===== src/rtl/draw_scheduler_pkg.sv =====
// Shared types and defaults for draw_scheduler: FSM states, screen/coordinate defaults, clog2.
// Latency: n/a (declarations only).
// Backpressure: n/a.
package draw_scheduler_pkg;

    typedef enum logic [1:0] {
        IDLE = 2'd0,
        DRAW = 2'd1,
        DONE = 2'd2
    } state_t;

    localparam int DEF_SCREEN_W = 160;
    localparam int DEF_SCREEN_H = 120;
    localparam int DEF_X_W      = 8;
    localparam int DEF_Y_W      = 7;
    localparam int DEF_COL_W    = 3;

    // Ceiling log2, never less than 1 so every counter/pointer has at least one bit.
    function automatic int clog2(input int value);
        int r;
        r = 0;
        for (int i = 0; i < 31; i++) begin
            if ((1 << i) < value) begin
                r = i + 1;
            end
        end
        if (r < 1) begin
            r = 1;
        end
        return r;
    endfunction

endpackage


===== src/rtl/draw_scheduler_rr_arbiter.sv =====
// Round-robin pick: first set req bit searching upward from ptr, wrapping modulo NUM_REQ.
// Latency: purely combinational, zero cycles.
// Backpressure: none; the caller decides when the winner is consumed.
// Ports: req (level requests), ptr (search start) -> gnt (one-hot winner), vld (any request).
module rr_arbiter
    import draw_scheduler_pkg::*;
#(
    parameter int NUM_REQ = 4
) (
    input  logic [NUM_REQ-1:0]        req,
    input  logic [clog2(NUM_REQ)-1:0] ptr,
    output logic [NUM_REQ-1:0]        gnt,
    output logic                      vld
);

    localparam int PW = clog2(NUM_REQ);

    // Two passes with constant indices: first the bits at or above ptr, then
    // a wrap-around pass. The second pass can only hit bits below ptr because
    // any requesting bit at or above ptr would already have won.
    always_comb begin
        gnt = '0;
        vld = 1'b0;
        for (int j = 0; j < NUM_REQ; j++) begin
            if (!vld && req[j] && (PW'(j) >= ptr)) begin
                gnt[j] = 1'b1;
                vld    = 1'b1;
            end
        end
        for (int j = 0; j < NUM_REQ; j++) begin
            if (!vld && req[j]) begin
                gnt[j] = 1'b1;
                vld    = 1'b1;
            end
        end
    end

endmodule


===== src/rtl/draw_scheduler.sv =====
// Shares the VGA framebuffer write port round-robin among NUM_REQ box-fill requesters, one pixel per cycle.
// Latency: grant + first pixel one cycle after req is sampled in IDLE; BOX_W*BOX_H+2 cycles per box.
// Backpressure: none on the VGA side; requesters wait (level req held) until granted.
//
// Ports: clock/reset (sync, active-low); req/req_x/req_y/req_colour packed per requester;
// grant/done one-hot pulses; busy; vga_x/vga_y/vga_colour/vga_plot to the VGA adapter.
// Optional macro DRAW_SCHEDULER_CLEAR_EN adds clear_req/clear_done for a full-screen colour-0 fill.
module draw_scheduler
    import draw_scheduler_pkg::*;
#(
    parameter int NUM_REQ  = 4,
    parameter int BOX_W    = 60,
    parameter int BOX_H    = 60,
    parameter int SCREEN_W = DEF_SCREEN_W,
    parameter int SCREEN_H = DEF_SCREEN_H,
    parameter int X_W      = DEF_X_W,
    parameter int Y_W      = DEF_Y_W,
    parameter int COL_W    = DEF_COL_W
) (
    input  logic                     clock,
    input  logic                     reset,
    input  logic [NUM_REQ-1:0]       req,
    input  logic [NUM_REQ*X_W-1:0]   req_x,
    input  logic [NUM_REQ*Y_W-1:0]   req_y,
    input  logic [NUM_REQ*COL_W-1:0] req_colour,
`ifdef DRAW_SCHEDULER_CLEAR_EN
    input  logic                     clear_req,
    output logic                     clear_done,
`endif
    output logic [NUM_REQ-1:0]       grant,
    output logic [NUM_REQ-1:0]       done,
    output logic                     busy,
    output logic [X_W-1:0]           vga_x,
    output logic [Y_W-1:0]           vga_y,
    output logic [COL_W-1:0]         vga_colour,
    output logic                     vga_plot
);

    localparam int PW = clog2(NUM_REQ);
`ifdef DRAW_SCHEDULER_CLEAR_EN
    // Counters must also span the whole screen for the clear fill.
    localparam int CW = (clog2(SCREEN_W) > clog2(BOX_W)) ? clog2(SCREEN_W) : clog2(BOX_W);
    localparam int RW = (clog2(SCREEN_H) > clog2(BOX_H)) ? clog2(SCREEN_H) : clog2(BOX_H);
`else
    localparam int CW = clog2(BOX_W);
    localparam int RW = clog2(BOX_H);
`endif

    state_t             state_q,  state_d;
    logic [PW-1:0]      ptr_q,    ptr_d;
    logic [PW-1:0]      owner_q,  owner_d;
    logic [X_W-1:0]     base_x_q, base_x_d;
    logic [Y_W-1:0]     base_y_q, base_y_d;
    logic [COL_W-1:0]   colour_q, colour_d;
    logic [CW-1:0]      col_q,    col_d;
    logic [RW-1:0]      row_q,    row_d;
    logic               first_q,  first_d;
`ifdef DRAW_SCHEDULER_CLEAR_EN
    logic               clr_q,    clr_d;
`endif

    logic [NUM_REQ-1:0] arb_gnt;
    logic               arb_vld;
    logic [PW-1:0]      win_idx;
    logic [X_W-1:0]     sel_x;
    logic [Y_W-1:0]     sel_y;
    logic [COL_W-1:0]   sel_colour;
    logic [NUM_REQ-1:0] owner_oh;
    logic [PW-1:0]      ptr_next;
    logic [CW-1:0]      col_last;
    logic [RW-1:0]      row_last;
    logic [X_W:0]       sum_x;
    logic [Y_W:0]       sum_y;

    rr_arbiter #(
        .NUM_REQ (NUM_REQ)
    ) u_arb (
        .req (req),
        .ptr (ptr_q),
        .gnt (arb_gnt),
        .vld (arb_vld)
    );

    // Winner index and its operand slices, selected with constant indices.
    always_comb begin
        win_idx    = '0;
        sel_x      = '0;
        sel_y      = '0;
        sel_colour = '0;
        for (int i = 0; i < NUM_REQ; i++) begin
            if (arb_gnt[i]) begin
                win_idx    = PW'(i);
                sel_x      = req_x[i*X_W +: X_W];
                sel_y      = req_y[i*Y_W +: Y_W];
                sel_colour = req_colour[i*COL_W +: COL_W];
            end
        end
    end

    always_comb begin
        owner_oh = '0;
        for (int i = 0; i < NUM_REQ; i++) begin
            owner_oh[i] = (owner_q == PW'(i));
        end
    end

    assign ptr_next = (owner_q == PW'(NUM_REQ - 1)) ? '0 : owner_q + PW'(1);

`ifdef DRAW_SCHEDULER_CLEAR_EN
    assign col_last = clr_q ? CW'(SCREEN_W - 1) : CW'(BOX_W - 1);
    assign row_last = clr_q ? RW'(SCREEN_H - 1) : RW'(BOX_H - 1);
`else
    assign col_last = CW'(BOX_W - 1);
    assign row_last = RW'(BOX_H - 1);
`endif

    // One bit wider than the ports so a box hanging off the right/bottom edge
    // is recognised as off-screen instead of wrapping back onto it.
    assign sum_x = {1'b0, base_x_q} + (X_W+1)'(col_q);
    assign sum_y = {1'b0, base_y_q} + (Y_W+1)'(row_q);

    always_comb begin
        state_d    = state_q;
        ptr_d      = ptr_q;
        owner_d    = owner_q;
        base_x_d   = base_x_q;
        base_y_d   = base_y_q;
        colour_d   = colour_q;
        col_d      = col_q;
        row_d      = row_q;
        first_d    = 1'b0;
`ifdef DRAW_SCHEDULER_CLEAR_EN
        clr_d      = clr_q;
        clear_done = 1'b0;
`endif
        grant      = '0;
        done       = '0;
        busy       = 1'b0;
        vga_x      = '0;
        vga_y      = '0;
        vga_colour = '0;
        vga_plot   = 1'b0;

        case (state_q)
            IDLE: begin
                col_d = '0;
                row_d = '0;
`ifdef DRAW_SCHEDULER_CLEAR_EN
                clr_d = 1'b0;
                if (clear_req) begin
                    // Full-screen fill from the origin in colour 0; owner untouched.
                    state_d  = DRAW;
                    clr_d    = 1'b1;
                    first_d  = 1'b1;
                    base_x_d = '0;
                    base_y_d = '0;
                    colour_d = '0;
                end else if (arb_vld) begin
`else
                if (arb_vld) begin
`endif
                    state_d  = DRAW;
                    first_d  = 1'b1;
                    owner_d  = win_idx;
                    base_x_d = sel_x;
                    base_y_d = sel_y;
                    colour_d = sel_colour;
                end
            end

            DRAW: begin
                busy       = 1'b1;
                vga_x      = sum_x[X_W-1:0];
                vga_y      = sum_y[Y_W-1:0];
                vga_colour = colour_q;
                vga_plot   = (sum_x < (X_W+1)'(SCREEN_W)) && (sum_y < (Y_W+1)'(SCREEN_H));
`ifdef DRAW_SCHEDULER_CLEAR_EN
                if (first_q && !clr_q) begin
                    grant = owner_oh;
                end
`else
                if (first_q) begin
                    grant = owner_oh;
                end
`endif
                if (col_q == col_last) begin
                    col_d = '0;
                    if (row_q == row_last) begin
                        state_d = DONE;
                    end else begin
                        row_d = row_q + RW'(1);
                    end
                end else begin
                    col_d = col_q + CW'(1);
                end
            end

            DONE: begin
                busy    = 1'b1;
                state_d = IDLE;
`ifdef DRAW_SCHEDULER_CLEAR_EN
                if (clr_q) begin
                    clear_done = 1'b1;
                end else begin
                    done  = owner_oh;
                    ptr_d = ptr_next;
                end
`else
                done  = owner_oh;
                ptr_d = ptr_next;
`endif
            end

            default: begin
                state_d = IDLE;
            end
        endcase
    end

    always_ff @(posedge clock) begin
        if (!reset) begin
            state_q  <= IDLE;
            ptr_q    <= '0;
            owner_q  <= '0;
            base_x_q <= '0;
            base_y_q <= '0;
            colour_q <= '0;
            col_q    <= '0;
            row_q    <= '0;
            first_q  <= 1'b0;
`ifdef DRAW_SCHEDULER_CLEAR_EN
            clr_q    <= 1'b0;
`endif
        end else begin
            state_q  <= state_d;
            ptr_q    <= ptr_d;
            owner_q  <= owner_d;
            base_x_q <= base_x_d;
            base_y_q <= base_y_d;
            colour_q <= colour_d;
            col_q    <= col_d;
            row_q    <= row_d;
            first_q  <= first_d;
`ifdef DRAW_SCHEDULER_CLEAR_EN
            clr_q    <= clr_d;
`endif
        end
    end

endmodule


===== config.mk =====
export PLATFORM = sky130hd
export DESIGN_NAME = draw_scheduler
export DESIGN_NICKNAME = d
export VERILOG_FILES = /design/src/rtl/draw_scheduler_pkg.sv /design/src/rtl/draw_scheduler_rr_arbiter.sv /design/src/rtl/draw_scheduler.sv
export SDC_FILE = /design/constraint.sdc
export NUM_CORES = 1
export LEC_CHECK = 0
export BUFFER_PORTS_ARGS = -buffer_cell sky130_fd_sc_hd__buf_2
export CORE_UTILIZATION = 54
export DETAILED_ROUTE_END_ITERATION = 10
export PLACE_DENSITY = 0.88
export SYNTH_ARGS = -nofsm -noshare
export SYNTH_HDL_FRONTEND = slang
export SYNTH_SLANG_ARGS = --single-unit

===== constraint.sdc =====
create_clock -name clock -period 3.8 [get_ports clock]
set_input_delay 0.57 -clock clock [delete_from_list [all_inputs] [get_ports clock]]
set_output_delay 0.57 -clock clock [all_outputs]
set_load 0.005 [all_outputs]

# == After elaboration in Yosys (flattened, before gate mapping) ==
# Cells that the tools add are included.
# word_totals
regBits,37
in_bits,78
out_inout_bits,28
elab_cells,107
# op_classes
n_addsub,5
order_cmp,6
n_eq_ne,11
mux,49
n_reduce_logical,27
# op_table
operator,count
8-bit 2-to-1 mux,5
7-bit 2-to-1 mux,5
6-bit case mux with 2 select lines,2
1-bit 2-to-1 mux,19
6-bit 2-to-1 mux,3
3-bit 2-to-1 mux,5
6-bit by 1-bit adder with 6-bit output (second input constant),2
6-bit == test (second input constant),2
1-bit logical AND,12
2-bit 2-to-1 mux,6
4-bit 2-to-1 mux,3
8-bit by 6-bit adder with 9-bit output,1
9-bit by 8-bit less-than comparator with 1-bit output (second input constant),1
7-bit by 6-bit adder with 8-bit output,1
8-bit by 7-bit less-than comparator with 1-bit output (second input constant),1
2-bit != test (second input constant),4
1-bit zero test,7
2-bit == test (second input constant),3
3-bit AND reduction,2
2-bit by 1-bit == test with 1-bit output (second input constant),2
1-bit by 2-bit greater-or-equal comparator with 1-bit output (first input constant),2
2-bit greater-or-equal comparator (first input constant),2
2-bit zero test,2
2-bit case mux with 2 select lines,1
4 further kinds,5

# == Logic depth before layout (Yosys ltp) ==
# depth
depth_word,29
depth_mapped,8
mapped_depth_nobuf,8

# == By module ==
# A second synthesis with hierarchy kept.
# unflattened
cells_unflattened,372
hier_area_um2,2975.4
# by_module_without_submodules
module,n_inst,cells_per_inst,area_per_inst_um2,seq_area_each_um2
draw_scheduler,1,354,2861.5,740.7
rr_arbiter,1,18,113.9,0.0

# == Worst setup path after synthesis ==
# OpenSTA, ideal clock, no wires.
# synth_path
kind,register to output
startpoint,reg col_q[2]
endpoint,out vga_plot
arrival_ns,1.849
t_required_ns,3.230
path_slack_ns,1.381
stages_incl_launch_ff,7
path_buffers,0
path_cell_list,dfxtp_1 ha_1 o21a_1 a2111oi_2 and4b_4 a211oi_2 a211oi_1
# synth_via
elab_chain_len,4
# synth_lines
element,line_no,text
start: declaration,draw_scheduler.sv:55,"logic [CW-1:0] col_q, col_d;"
start signal: assignment,draw_scheduler.sv:241,col_q <= col_d;
8-bit by 6-bit adder with 9-bit output,draw_scheduler.sv:119,"assign sum_x = {1'b0, base_x_q} + (X_W+1)'(col_q);"
9-bit by 8-bit less-than comparator with 1-bit output,draw_scheduler.sv:176,vga_plot = (sum_x < (X_W+1)'(SCREEN_W)) && (sum_y < (Y_W+1)'(SCREEN_H));
1-bit logical AND,draw_scheduler.sv:176,
1-bit 2-to-1 mux,draw_scheduler.sv:144,case (state_q)
end: declaration,draw_scheduler.sv:36,output logic vga_plot
# Every way passes these cells.

# == Worst setup path after layout ==
# Same ends and word-level chain as after synthesis.

==> impl_summary.log <==
INFO  metric placed_cell_count = 509
INFO  metric total_switching_power = 747 uW
INFO  metric globalRouteOverflowTotal = 0
INFO  metric ctsHtreeMaxLevel = 2
INFO  metric timing_max_transition_violations_final = 0
INFO  metric postRouteWirelength = 7950 microns
INFO  metric yosysSeqAreaShare = 26.1%
INFO  metric ir_worst_vdd = 276 uV
INFO  metric gpl.final_weighted_congestion = 0.865
INFO  metric power.share.clock = 15.5%
INFO  metric clock_buffers_created_by_tritoncts = 5
INFO  metric synth.area.top_cells = sky130_fd_sc_hd__dfxtp_1 (26%), sky130_fd_sc_hd__a22oi_1 (11%), sky130_fd_sc_hd__ha_1 (9.2%)
INFO  metric tritoncts = done
INFO  metric grt_antenna_before_repair = 0
INFO  metric fin_nets = 547
INFO  metric final-setup-viol-count = 0
INFO  metric initialDrtViolationCount = 176
INFO  metric sequentialPowerShare = 33.9%
INFO  metric sw_frac_of_total = 43.2%
INFO  metric synth_top_cell_area_share = 26.1%
INFO  metric synth.largest_area_cell = sky130_fd_sc_hd__dfxtp_1
INFO  metric finalHoldViolations = 0
INFO  metric worst_relative_slew_slack = 41.0%
INFO  metric synthesis.nets = 452
INFO  metric fp-row-count = 26
INFO  metric postSynthRegisterBits = 37
INFO  metric tightestPinTransition = 0.879 ns
INFO  metric first_global_vias = 2812
INFO  metric vias_per_cell = 6.01
INFO  metric root_buffer = sky130_fd_sc_hd__clkbuf_8
INFO  metric cts_buffer_depth = 2
INFO  metric layoutNonFillerInstCount = 517
INFO  metric ctsHoldBuffers = 0
INFO  metric cts.clk_slew.worst_paths = 0.07 ns
INFO  metric yosysMostFrequentCell = sky130_fd_sc_hd__a22oi_1
INFO  metric post_synth.cell_area_avg = 8.10 sq um
INFO  metric placeableCoreArea = 0.00507 sq mm
INFO  metric synthArstFlopShare = 0%
INFO  metric max_cap_viol_count = 0
INFO  metric boundary_pin_count = 106
INFO  metric synth_enable_flop_cells = 0
INFO  metric ctsResizeCount = 0
INFO  metric critPathKind = reg2out
INFO  metric postCtsSetupRepairBufs = 0
INFO  metric outcome = finished clean
INFO  metric start_util = 56.0%
INFO  metric timing.critical_path.arrival = 2.47 ns
INFO  metric yosys_warnings = 0
INFO  metric internal-power = 983 uW
INFO  metric insertion_delay = 0.29 ns
INFO  metric worst_setup_path_start_kind = flip-flop
INFO  metric routed-via-count = 3108
INFO  metric type_of_destination_of_the_critical_path = primary output
INFO  metric globalRouteTotalUtil = 29.8%
INFO  metric grt_start_max_net_pins = 35
INFO  metric post_synth_num_cell_types = 58
INFO  metric hp-class = reg2reg
INFO  metric dominantRegCellSynth = sky130_fd_sc_hd__dfxtp_1
INFO  metric route.detailed.drc = 0
INFO  metric wire_length_of_the_first_global_routing_pass = 12700 microns
INFO  metric ant_nets = 0
INFO  metric critical_path_required = 3.23 ns
INFO  metric power_density = 500 mW/mm^2
INFO  metric cts_sinks = 37
INFO  metric share_comb_of_total_power = 50.6%
INFO  metric crit_path_max_fanout = 7
INFO  metric die_height = 74.5 microns
INFO  metric rsz0062_at_grt = false
INFO  metric timing.setup.tns = 0 ns
INFO  metric fin_crit = 3.04 ns
INFO  metric place_hpwl = 6040 microns
INFO  metric placement.io_buffers = 105
INFO  metric finalClockSkew = 0.00732 ns
INFO  metric area_growth_syn_to_layout = 21.7%
INFO  metric fmaxAchievable = 0.329 GHz
INFO  metric share_of_cells_above_drive_strength_1 = 30.0%
INFO  metric chipWidth = 74.5 microns
INFO  metric mappedNetlistArea = 0.00284 sq mm
INFO  metric ys_top_cells_by_count = sky130_fd_sc_hd__a22oi_1 (40), sky130_fd_sc_hd__dfxtp_1 (37), sky130_fd_sc_hd__o21ai_0 (34), sky130_fd_sc_hd__nor2_1 (25), sky130_fd_sc_hd__ha_1 (21)
INFO  metric routed_wire_length_per_instance = 15.4 microns
INFO  metric diodes = 0
INFO  metric design.die.area = 0.00556 sq mm
INFO  metric power.leakage = 1.54 nW
INFO  metric synthesis.instances = 351
INFO  metric final_clock_period_utilization_by_the_worst_path = 80.0%
INFO  metric detail_route.first_pass.iterations = 6
==> metrics by stage <==
stage | instance area [sq um] | utilization, % | hold WS [ns] | worst slack (ns) | total power [mW]
after floorplan | 2840 | - | 0.475 | 1.38 | 1.18
after global placement | 3380 | 66.6 | 0.488 | 1.17 | 1.43
after detailed placement | 3380 | 66.6 | 0.512 | 1.08 | 1.45
after CTS | 3460 | 68.1 | 0.523 | 0.762 | 1.72
after global routing | 3460 | 68.1 | 0.571 | 0.639 | 1.86
final | 3460 | 68.1 | 0.527 | 0.761 | 1.73
==> layer usage <==
layer  part of all wire [%]  routed length [microns]  vias up  track usage (%)
met5                      0                        0        -                0
met4                    1.5                      116        0             8.60
met3                    7.0                      559       12             6.10
met2                     47                     3730      146             51.7
met1                     45                     3540     1435             37.4
li1                       -                        -     1515                -
==> power by group through the flow <==
stage	logic (mW)	clock network (mW)	registers (mW)
2_1_floorplan	0.632	0	0.553
3_3_place_gp	0.842	0	0.585
3_5_place_dp	0.863	0	0.589
4_1_cts	0.871	0.269	0.583
5_1_grt	0.972	0.283	0.600
6_report	0.876	0.268	0.586
==> worst max-delay path, stage by stage (launching register included) <==
cell	delay [ns]
sky130_fd_sc_hd__dfxtp_1	0.47
sky130_fd_sc_hd__ha_1	0.35
sky130_fd_sc_hd__o21a_1	0.27
sky130_fd_sc_hd__a2111oi_2	0.38
sky130_fd_sc_hd__and4b_4	0.26
sky130_fd_sc_hd__a211oi_2	0.22
sky130_fd_sc_hd__a211oi_1	0.10
sky130_fd_sc_hd__buf_2	0.14
==> sequential cells by signal, summed over array words and instances, names as in the netlist <==
name      cells
ptr_q         2
colour_q      3
base_y_q      7
base_x_q      8
first_q       1
state_q       2
row_q         6
owner_q       2
col_q         6
==> layout by cell type (no fill, tap or decap), types with 2 or more instances in the layout <==
| cell type | count |
|---|---|
| sky130_fd_sc_hd__a211oi_1 | 7 |
| sky130_fd_sc_hd__a21boi_0 | 2 |
| sky130_fd_sc_hd__a21boi_2 | 2 |
| sky130_fd_sc_hd__a21oi_1 | 11 |
| sky130_fd_sc_hd__a22oi_1 | 40 |
| sky130_fd_sc_hd__a31oi_1 | 20 |
| sky130_fd_sc_hd__and2_1 | 13 |
| sky130_fd_sc_hd__and3_1 | 4 |
| sky130_fd_sc_hd__buf_2 | 105 |
| sky130_fd_sc_hd__buf_4 | 2 |
| sky130_fd_sc_hd__clkbuf_1 | 3 |
| sky130_fd_sc_hd__clkbuf_8 | 5 |
| sky130_fd_sc_hd__dfxtp_1 | 37 |
| sky130_fd_sc_hd__fa_1 | 2 |
| sky130_fd_sc_hd__ha_1 | 21 |
| sky130_fd_sc_hd__inv_1 | 13 |
| sky130_fd_sc_hd__mux2i_1 | 2 |
| sky130_fd_sc_hd__nand2_1 | 14 |
| sky130_fd_sc_hd__nand3_1 | 6 |
| sky130_fd_sc_hd__nor2_1 | 25 |
| sky130_fd_sc_hd__nor2b_1 | 13 |
| sky130_fd_sc_hd__nor3_1 | 6 |
| sky130_fd_sc_hd__nor3b_1 | 5 |
| sky130_fd_sc_hd__nor4_1 | 3 |
| sky130_fd_sc_hd__o211a_1 | 2 |
| sky130_fd_sc_hd__o211ai_1 | 2 |
| sky130_fd_sc_hd__o21a_1 | 5 |
| sky130_fd_sc_hd__o21ai_0 | 34 |
| sky130_fd_sc_hd__o21bai_1 | 2 |
| sky130_fd_sc_hd__o221a_2 | 3 |
| sky130_fd_sc_hd__or2_2 | 6 |
| sky130_fd_sc_hd__or3_1 | 4 |
| sky130_fd_sc_hd__xnor2_1 | 2 |
| sky130_fd_sc_hd__xor2_1 | 2 |
==> logic make-up after synthesis <==
logic type / synth area share (%)
XOR/XNOR: 1.23
adder cells (fa/ha/maj): 10.7
multiplexers: 0.705
buffers and inverters: 5.02
AND/OR/NAND/NOR: 21.3
AO/OA/AOI/OAI: 35.1
flip-flops: 26.1
==> area by class of cell <==
cell class | instances | area (sq um)
Fill cell | 445 | 1620
Inverter | 13 | 48.8
Clock buffer | 8 | 80.1
Timing Repair Buffer | 107 | 541
Sequential cell | 37 | 741
Tap cell | 70 | 87.6
Multi-Input combinational cell | 282 | 1960
==> worst paths after layout <==
kind	start	end	slack (ns)	cells past startpoint
worst max-delay path	col_q[2]	vga_plot	0.76	7
worst min-delay path	row_q[5]	row_q[5]	0.53	2
worst max register to register	ptr_q[0]	base_x_q[0]	1.86	5
worst min register to register	row_q[5]	row_q[5]	0.53	2
Note: power is estimated with default switching activity, not from simulation.
